--- src/rtl/layer3_result_read_scheduler.sv ---
`default_nettype none
// +--------------------------------------------------------------------------+
// | Module   : layer3_result_read_scheduler                                  |
// | Purpose  : Walks every layer4 output position once layer3 has finished   |
// |            writing its frame, issues the KERNELxKERNEL window reads to    |
// |            the layer3 result SRAM (port B, one-cycle read latency) and    |
// |            tags each returned word for the layer4 convolution engine.     |
// | Options  : LAYER3_SCHED_PAD_EN - schedule with a one-pixel zero border;  |
// |            out-of-map taps occupy an issue slot without a memory read.   |
// | Revision : 1.0 - initial release                                         |
// +--------------------------------------------------------------------------+
module layer3_result_read_scheduler #(
  parameter int MAP_WIDTH = 14,
  parameter int KERNEL    = 3,
  parameter int STRIDE    = 1
) (
  input  logic        clk,
  input  logic        rst,
  input  logic        frame_start,
  input  logic        layer3_save_enable,
  input  logic        layer4_ready,
  output logic [15:0] read_row_addr,
  output logic [15:0] read_col_addr,
  output logic        layer3_result_read_signal,
  output logic        tap_valid,
  output logic [3:0]  tap_index,
  output logic        tap_zero,
  output logic        tap_last,
  output logic [15:0] out_row,
  output logic [15:0] out_col,
  output logic        busy,
  output logic        frame_done,
  output logic        write_conflict
);

`ifdef LAYER3_SCHED_PAD_EN
  // A one-pixel border keeps the output map the same size as the input map.
  localparam int c_out_dim = MAP_WIDTH;
`else
  localparam int c_out_dim = (MAP_WIDTH - KERNEL) / STRIDE + 1;
`endif

  localparam logic [15:0] c_out_max = 16'(c_out_dim - 1);
  localparam logic [3:0]  c_k_max   = 4'(KERNEL - 1);
  localparam logic [3:0]  c_tap_max = 4'(KERNEL * KERNEL - 1);

  localparam logic [1:0] c_st_idle  = 2'd0;
  localparam logic [1:0] c_st_scan  = 2'd1;
  localparam logic [1:0] c_st_drain = 2'd2;

  logic [1:0]  state_q, state_d;
  logic [15:0] orow_q, orow_d;
  logic [15:0] ocol_q, ocol_d;
  logic [3:0]  ky_q, ky_d;
  logic [3:0]  kx_q, kx_d;

  logic        tap_valid_q, tap_valid_d;
  logic [3:0]  tap_index_q, tap_index_d;
  logic        tap_last_q, tap_last_d;
  logic [15:0] out_row_q, out_row_d;
  logic [15:0] out_col_q, out_col_d;
  logic        frame_done_q, frame_done_d;
  logic        write_conflict_q, write_conflict_d;

  logic        w_issue;
  logic        w_final;
  logic        w_tap_ok;
  logic [3:0]  w_tap_index;
  logic [15:0] w_row_pos;
  logic [15:0] w_col_pos;
  logic [15:0] w_row_addr;
  logic [15:0] w_col_addr;

  // An issue slot is consumed every SCAN cycle the consumer can take a tap.
  assign w_issue     = (state_q == c_st_scan) && layer4_ready;
  assign w_final     = (orow_q == c_out_max) && (ocol_q == c_out_max) &&
                       (ky_q == c_k_max) && (kx_q == c_k_max);
  assign w_tap_index = ky_q * 4'(KERNEL) + kx_q;

  // Map coordinate of the current tap (offset by one under padding).
  assign w_row_pos = orow_q * 16'(STRIDE) + 16'(ky_q);
  assign w_col_pos = ocol_q * 16'(STRIDE) + 16'(kx_q);

`ifdef LAYER3_SCHED_PAD_EN
  logic tap_zero_q, tap_zero_d;

  // Position 0 and MAP_WIDTH+1 lie on the zero border; shift back to 0-based.
  assign w_tap_ok   = (w_row_pos != 16'd0) && (w_row_pos <= 16'(MAP_WIDTH)) &&
                      (w_col_pos != 16'd0) && (w_col_pos <= 16'(MAP_WIDTH));
  assign w_row_addr = w_row_pos - 16'd1;
  assign w_col_addr = w_col_pos - 16'd1;
  assign tap_zero_d = w_issue ? !w_tap_ok : tap_zero_q;
  assign tap_zero   = tap_zero_q;

  // Padding flag travels with the tap through the read latency.
  always_ff @(posedge clk) begin
    if (rst) tap_zero_q <= 1'b0;
    else     tap_zero_q <= tap_zero_d;
  end
`else
  assign w_tap_ok   = 1'b1;
  assign w_row_addr = w_row_pos;
  assign w_col_addr = w_col_pos;
  assign tap_zero   = 1'b0;
`endif

  assign layer3_result_read_signal = w_issue && w_tap_ok;
  assign read_row_addr             = w_tap_ok ? w_row_addr : 16'd0;
  assign read_col_addr             = w_tap_ok ? w_col_addr : 16'd0;
  assign busy                      = (state_q != c_st_idle);

  assign tap_valid      = tap_valid_q;
  assign tap_index      = tap_index_q;
  assign tap_last       = tap_last_q;
  assign out_row        = out_row_q;
  assign out_col        = out_col_q;
  assign frame_done     = frame_done_q;
  assign write_conflict = write_conflict_q;

  // Sequencer: FSM, raster counters and the tag pipeline matching read latency.
  always_comb begin
    state_d          = state_q;
    orow_d           = orow_q;
    ocol_d           = ocol_q;
    ky_d             = ky_q;
    kx_d             = kx_q;
    tap_valid_d      = w_issue;
    tap_index_d      = tap_index_q;
    tap_last_d       = tap_last_q;
    out_row_d        = out_row_q;
    out_col_d        = out_col_q;
    frame_done_d     = w_issue && w_final;
    write_conflict_d = write_conflict_q || (layer3_save_enable && busy);

    if (w_issue) begin
      tap_index_d = w_tap_index;
      tap_last_d  = (w_tap_index == c_tap_max);
      out_row_d   = orow_q;
      out_col_d   = ocol_q;
    end

    case (state_q)
      c_st_idle: begin
        if (frame_start) begin
          state_d = c_st_scan;
          orow_d  = 16'd0;
          ocol_d  = 16'd0;
          ky_d    = 4'd0;
          kx_d    = 4'd0;
        end
      end
      c_st_scan: begin
        if (w_issue) begin
          // kx innermost, then ky, ocol, orow; all wrap to 0 after the last tap.
          if (kx_q == c_k_max) begin
            kx_d = 4'd0;
            if (ky_q == c_k_max) begin
              ky_d = 4'd0;
              if (ocol_q == c_out_max) begin
                ocol_d = 16'd0;
                orow_d = (orow_q == c_out_max) ? 16'd0 : orow_q + 16'd1;
              end else begin
                ocol_d = ocol_q + 16'd1;
              end
            end else begin
              ky_d = ky_q + 4'd1;
            end
          end else begin
            kx_d = kx_q + 4'd1;
          end
          if (w_final) state_d = c_st_drain;
        end
      end
      c_st_drain: state_d = c_st_idle;
      default:    state_d = c_st_idle;
    endcase
  end

  // State registers; reset also drops any tap still in flight.
  always_ff @(posedge clk) begin
    if (rst) begin
      state_q          <= c_st_idle;
      orow_q           <= 16'd0;
      ocol_q           <= 16'd0;
      ky_q             <= 4'd0;
      kx_q             <= 4'd0;
      tap_valid_q      <= 1'b0;
      tap_index_q      <= 4'd0;
      tap_last_q       <= 1'b0;
      out_row_q        <= 16'd0;
      out_col_q        <= 16'd0;
      frame_done_q     <= 1'b0;
      write_conflict_q <= 1'b0;
    end else begin
      state_q          <= state_d;
      orow_q           <= orow_d;
      ocol_q           <= ocol_d;
      ky_q             <= ky_d;
      kx_q             <= kx_d;
      tap_valid_q      <= tap_valid_d;
      tap_index_q      <= tap_index_d;
      tap_last_q       <= tap_last_d;
      out_row_q        <= out_row_d;
      out_col_q        <= out_col_d;
      frame_done_q     <= frame_done_d;
      write_conflict_q <= write_conflict_d;
    end
  end

endmodule
`default_nettype wire

--- config.mk ---
export PLATFORM = sky130hd
export DESIGN_NAME = layer3_result_read_scheduler
export DESIGN_NICKNAME = d
export VERILOG_FILES = /design/src/rtl/layer3_result_read_scheduler.sv
export SDC_FILE = /design/constraint.sdc
export NUM_CORES = 1
export LEC_CHECK = 0
export CORE_UTILIZATION = 48
export DETAILED_ROUTE_END_ITERATION = 16
export HOLD_SLACK_MARGIN = 0.15
export PLACE_DENSITY_LB_ADDON = 0.3
export SETUP_SLACK_MARGIN = 0.2
export SLEW_MARGIN = 20
export SYNTH_ARGS = -nofsm -noshare
export SYNTH_HDL_FRONTEND = slang
export SYNTH_SLANG_ARGS = --single-unit
--- constraint.sdc ---
create_clock -name clk -period 2.7 [get_ports clk]
set_clock_uncertainty 0.1 [all_clocks]
set_input_delay 0.405 -clock clk [delete_from_list [all_inputs] [get_ports clk]]
set_output_delay 0.405 -clock clk [all_outputs]
set_load 0.01 [all_outputs]
==> results, run 1 <==
- The first-pass GRT wire length is between 20,000 and 25,000 µm.
- The clock reaches the later pin of the worst-skew pair after 0.36 ns.
- The die covers 9800 µm².
- The layout filler cell count is approximately 780.
- The number of buffers created by CTS is 9.
- The cell count of the worst reg-to-reg path is 10.
- The region available for standard cell placement spans roughly 9200 µm².
- After detailed routing, the number of remaining DRC violations is 0.
- The multi-input combinational cells in the finished layout cover a total of 2900 µm².
- After clock tree synthesis, the clock-pin slew on the worst setup and hold paths is roughly 0.10 ns.
- The cell taking the most area after synthesis is sky130_fd_sc_hd__dfxtp_1.
- By area the synthesized netlist is led by sky130_fd_sc_hd__dfxtp_1 36%, sky130_fd_sc_hd__nand2_1 8.3%, sky130_fd_sc_hd__a21oi_1 6.0%.
- The fmax is about 380 MHz.
- The minimum period implied by the final worst setup slack is between 2 and 3 ns.
- The via total after detailed routing is around 4,500.
- Walking the worst path, the cells encountered are ha_4 > inv_2 > fa_2 > nor2b_1 > o21a_2 > buf_4 > buf_4 > o211ai_1 > xnor2_1 > buf_2.
- Per report_power, the clock group accounts for a little under two fifths of the total.
- The final-report setup violation count is 0.
- The number of max-slew violations in the final report is 0.
- The internal power component is 1.66 mW.
- The remaining global-route overflow is 0.
- The synthesized instance count is around 580.
- For this design, the slowest cell found on the critical path is sky130_fd_sc_hd__dfxtp_2.
- Final hold analysis gives a worst-case slack of approximately 0.36 ns.
- The endpoint of the lowest-slack register-to-register path is tap_last.
- The initial antenna violation count is 0.
- The kind of critical path is reg -> out.
- For the pin with the worst max-slew slack, the measured transition is roughly 0.6 ns.
- In this run, the number of DRC markers left after iteration 0 of detailed routing was between 200 and 250.
- After routing the design area is 6140 µm².
- The startpoint of the worst setup timing path is kx_q[0].
- Synthesis inferred 82 register bits.
- Setup repair after global routing could not meet its margin everywhere.
- Buffers inserted to repair hold after CTS numbered 0.
- The count of flip-flops with a built-in enable after synthesis is 0.
- The total global routing track utilization is a little over a quarter.
- The share of cells above drive strength 1 is 24.4%.
- The cell leakage power is approximately 2.5 nW.
- After layout, the worst path uses 97.7% of the clock period.
- The half-perimeter wire length after detailed placement is about 9000 µm.
- The Yosys warning count is 0.
- The sort of element at the start of the critical path is a flip-flop.
- The end point of the critical path is read_col_addr[14].
- At the worst endpoint, the required time is between 2 and 2.5 ns.
- The largest net degree at the start of global routing is 47.
- The area share of the leading cell type in the synthesized netlist is roughly 36%.
- Counting distinct cell types in the post-synthesis netlist gives about 50.
- The reg-to-reg critical path startpoint is ky_q[0].
- The number of antenna repair diodes is 0.
- Dividing total power by cell area gives a power density of between 300 and 400 nW/µm².
- After synthesis the cells add up to roughly 4500 µm².
- The share of the Yosys chip area taken by registers is 36.4%.
- The maximum root-to-sink buffer count is 2.
- The first TritonRoute pass finished after 6 iterations.
- For this run, the leading register cell type out of synthesis is sky130_fd_sc_hd__dfxtp_1.
- The nature of the critical path endpoint is a primary output.
- For this run, the share of the core covered by cells in the final layout is about 67%.
- 80 I/O pins were placed.
- In the final design database the tool counted just over 700 nets.
- After synthesis, the share of flip-flops with an asynchronous set or reset is 0%.
- The setup check on the worst reg-to-reg path leaves a slack of 0.10 ns.
- The via count of the first global-routing pass is around 4,300.
- For this run, the slowest stage of the critical path takes between 0.3 and 0.4 ns.
- Wires add up to 12,900 µm.
- Using the TritonRoute via totals, the vias-per-cell ratio works out to 5.63.
- The placed standard-cell area is about 5700 µm².
- The number of buffer cells added on primary ports is between 70 and 80.
- The post-detailed-route count of antenna-violating nets is 0.
- From synthesis to final layout, the design area changed by 36.0%.
- The wire length per cell after detailed routing is between 15 and 20 µm.
- The number of placement rows is 35.
- The die height is just under 100 µm.
- The final-report hold violation count is 0.
- Synthesis produced a netlist with a net count of around 600.
- The worst slew margin relative to its limit is between 50 and 60%.
- The path class of the lowest-slack min-delay path is reg -> reg.
- For the worst setup path, the data arrival time is 2.13 ns.
- The total number of clock tree sinks is 82.
- The combinational share of power is 8.7%.
- The flow ran to the end, and the final reports show no timing, DRC or antenna violations.
- In this run the power spent charging and discharging nets is ~0.66 mW.
- The effective utilization at floorplan is 49.1%.
- The maximum ir drop on the vdd rail is approximately 0.25 mV.
- The horizontal die dimension is 99.0 µm.
- The congestion estimate from routability-driven global placement came to roughly 0.88.
- The switching power share of the total is between 20% and 30%.
- The cell at the root of the clock tree is sky130_fd_sc_hd__clkbuf_8.
- The average size of a mapped cell is 7.83 µm².
- The TritonCTS clock tree is yes.
- Max-cap violations in this run came to 0.
- The area used by sequential logic in the layout is 1650 µm².
- The sequential power share is a little over half.
- The most prevalent standard cell on the critical path is sky130_fd_sc_hd__buf_4.
- In this run the number of H-tree levels came out at 3.
- The largest fanout on the critical path is 3.
[flip-flops by register name, summed over array words and instances (netlist names)]
name	cells
ocol_q	16
orow_q	16
out_col	16
out_row	16
kx_q	4
ky_q	4
tap_index	4
state_q	2
frame_done	1
tap_last	1
tap_valid	1
write_conflict	1
[area by class of cell]
class | count | share of cell area (%)
sequential | 82 | 26.9
multi-input combinational | 435 | 47.3
inverter | 20 | 1.26
timing repair buffer | 143 | 19.2
clock inverter | 7 | 1.06
tap | 111 | 2.26
clock buffer | 9 | 2.02
[per-stage QoR]
stage,TNS (ns),total power [mW],worst slack (ns),cells
after detailed placement,-0.250,1.44,-0.111,780
after floorplan,0,1.37,0.209,577
final,0,2.32,0.0616,807
after CTS,0,2.32,0.0326,801
after global placement,-0.0381,1.44,-0.0381,780
after global routing,-0.0770,2.40,-0.0269,807
[worst min path at each step]
| stage | startpoint | endpoint | slack (ns) | cells past startpoint |
|---|---|---|---|---|
| after floorplan | ocol_q[15] | out_col[15] | 0.38 | 2 |
| final | out_col[7] | out_col[7] | 0.36 | 2 |
| after global routing | rst | out_row[15] | 0.38 | 2 |
| after detailed placement | out_col[9] | out_col[9] | 0.35 | 2 |
| after CTS | out_row[12] | out_row[12] | 0.36 | 2 |
| after global placement | out_row[9] | out_row[9] | 0.34 | 2 |
[critical path, delay by kind of cell, from the launching register on]
family / cells / cell delay [ns]
adders and majority gates: 2 / 0.47
AOI/OAI and AO/OA: 2 / 0.27
xor gates and xnor gates: 1 / 0.15
and+or+nand+nor: 1 / 0.12
buffers and inverters: 4 / 0.39
DFF: 1 / 0.37
[power by group through the flow]
stage	clock network (mW)	registers [mW]	logic, mW
global route	0.948	1.23	0.219
floorplan	0	1.26	0.111
detailed placement	0	1.25	0.190
finish	0.892	1.23	0.201
CTS	0.894	1.23	0.197
global placement	0	1.25	0.187
[layer usage]
layer | track usage (%) | routed length (µm) | vias to the layer above
met1 | 34.9 | 5740 | 2191
li1 | - | - | 2195
met5 | 0 | 0 | -
met4 | 7.12 | 116 | 0
met3 | 3.05 | 691 | 15
met2 | 45.5 | 6380 | 145
[synthesized netlist by cell type (4+ instances only)]
| master | count |
|---|---|
| sky130_fd_sc_hd__a21oi_1 | 54 |
| sky130_fd_sc_hd__and3_1 | 12 |
| sky130_fd_sc_hd__and4_1 | 6 |
| sky130_fd_sc_hd__buf_1 | 4 |
| sky130_fd_sc_hd__clkbuf_1 | 32 |
| sky130_fd_sc_hd__dfxtp_1 | 82 |
| sky130_fd_sc_hd__fa_1 | 5 |
| sky130_fd_sc_hd__ha_1 | 18 |
| sky130_fd_sc_hd__inv_1 | 20 |
| sky130_fd_sc_hd__nand2_1 | 100 |
| sky130_fd_sc_hd__nand2b_1 | 8 |
| sky130_fd_sc_hd__nand3_1 | 23 |
| sky130_fd_sc_hd__nand4_1 | 13 |
| sky130_fd_sc_hd__nand4b_1 | 6 |
| sky130_fd_sc_hd__nor2_1 | 40 |
| sky130_fd_sc_hd__nor2b_1 | 11 |
| sky130_fd_sc_hd__nor3_1 | 15 |
| sky130_fd_sc_hd__nor4_1 | 8 |
| sky130_fd_sc_hd__nor4b_1 | 4 |
| sky130_fd_sc_hd__o21ai_0 | 23 |
| sky130_fd_sc_hd__xnor2_1 | 26 |
| sky130_fd_sc_hd__xor2_1 | 22 |
[logic make-up (layout without fill, tap and decap cells)]
kind of cell / count (synthesis) / after routing / share of synthesized area [%]
XOR/XNOR: 48 / 48 / 9.31
buffers and inverters: 60 / 179 / 5.15
flip-flops: 82 / 82 / 36.4
AO/OA/AOI/OAI: 95 / 95 / 11.5
other: 1 / 1 / 0.0830
AND/OR/NAND/NOR: 265 / 265 / 29.7
multiplexers: 3 / 3 / 0.665
adder cells (fa/ha/maj): 23 / 23 / 7.20
[layout by cell type (no fill, tap or decap), types with 4 or more instances in the layout]
cell | netlist | layout
sky130_fd_sc_hd__clkdlybuf4s50_1 | 0 | 49
sky130_fd_sc_hd__buf_6 | 0 | 10
sky130_fd_sc_hd__xnor2_1 | 26 | 21
sky130_fd_sc_hd__nor4b_1 | 4 | 4
sky130_fd_sc_hd__buf_2 | 3 | 22
sky130_fd_sc_hd__nand4_1 | 13 | 13
sky130_fd_sc_hd__nand2_1 | 100 | 97
sky130_fd_sc_hd__dfxtp_1 | 82 | 74
sky130_fd_sc_hd__a21oi_1 | 54 | 52
sky130_fd_sc_hd__and3_1 | 12 | 12
sky130_fd_sc_hd__xnor2_2 | 0 | 5
sky130_fd_sc_hd__nor2_2 | 0 | 5
sky130_fd_sc_hd__nand4b_1 | 6 | 6
sky130_fd_sc_hd__and4_1 | 6 | 6
sky130_fd_sc_hd__o21ai_0 | 23 | 20
sky130_fd_sc_hd__inv_1 | 20 | 15
sky130_fd_sc_hd__inv_2 | 0 | 4
sky130_fd_sc_hd__clkbuf_8 | 0 | 9
sky130_fd_sc_hd__nand2b_1 | 8 | 6
sky130_fd_sc_hd__ha_1 | 18 | 11
sky130_fd_sc_hd__nor2b_1 | 11 | 9
sky130_fd_sc_hd__nand3_1 | 23 | 20
sky130_fd_sc_hd__nor2_1 | 40 | 34
sky130_fd_sc_hd__nor4_1 | 8 | 7
sky130_fd_sc_hd__nor3_1 | 15 | 13
sky130_fd_sc_hd__ha_4 | 0 | 4
sky130_fd_sc_hd__buf_4 | 1 | 55
sky130_fd_sc_hd__xor2_1 | 22 | 22
sky130_fd_sc_hd__dfxtp_2 | 0 | 7
[repair_timing]
| action | 4_1_cts | 5_1_grt |
|---|---|---|
| setup endpoints to repair | 30 | 49 |
| pin swaps | 19 | 28 |
| setup buffers | 5 | 6 |
| hold endpoints to repair | 0 | 0 |
| resized for setup | 126 | 51 |
Note: power is estimated with default switching activity, not from simulation.
==> inputs of run 2 (changes only) <==
- ABC_AREA: default -> 0
==> results of run 2 <==
Same layout as run 1: the final DEF is identical, and so are final timing and power.
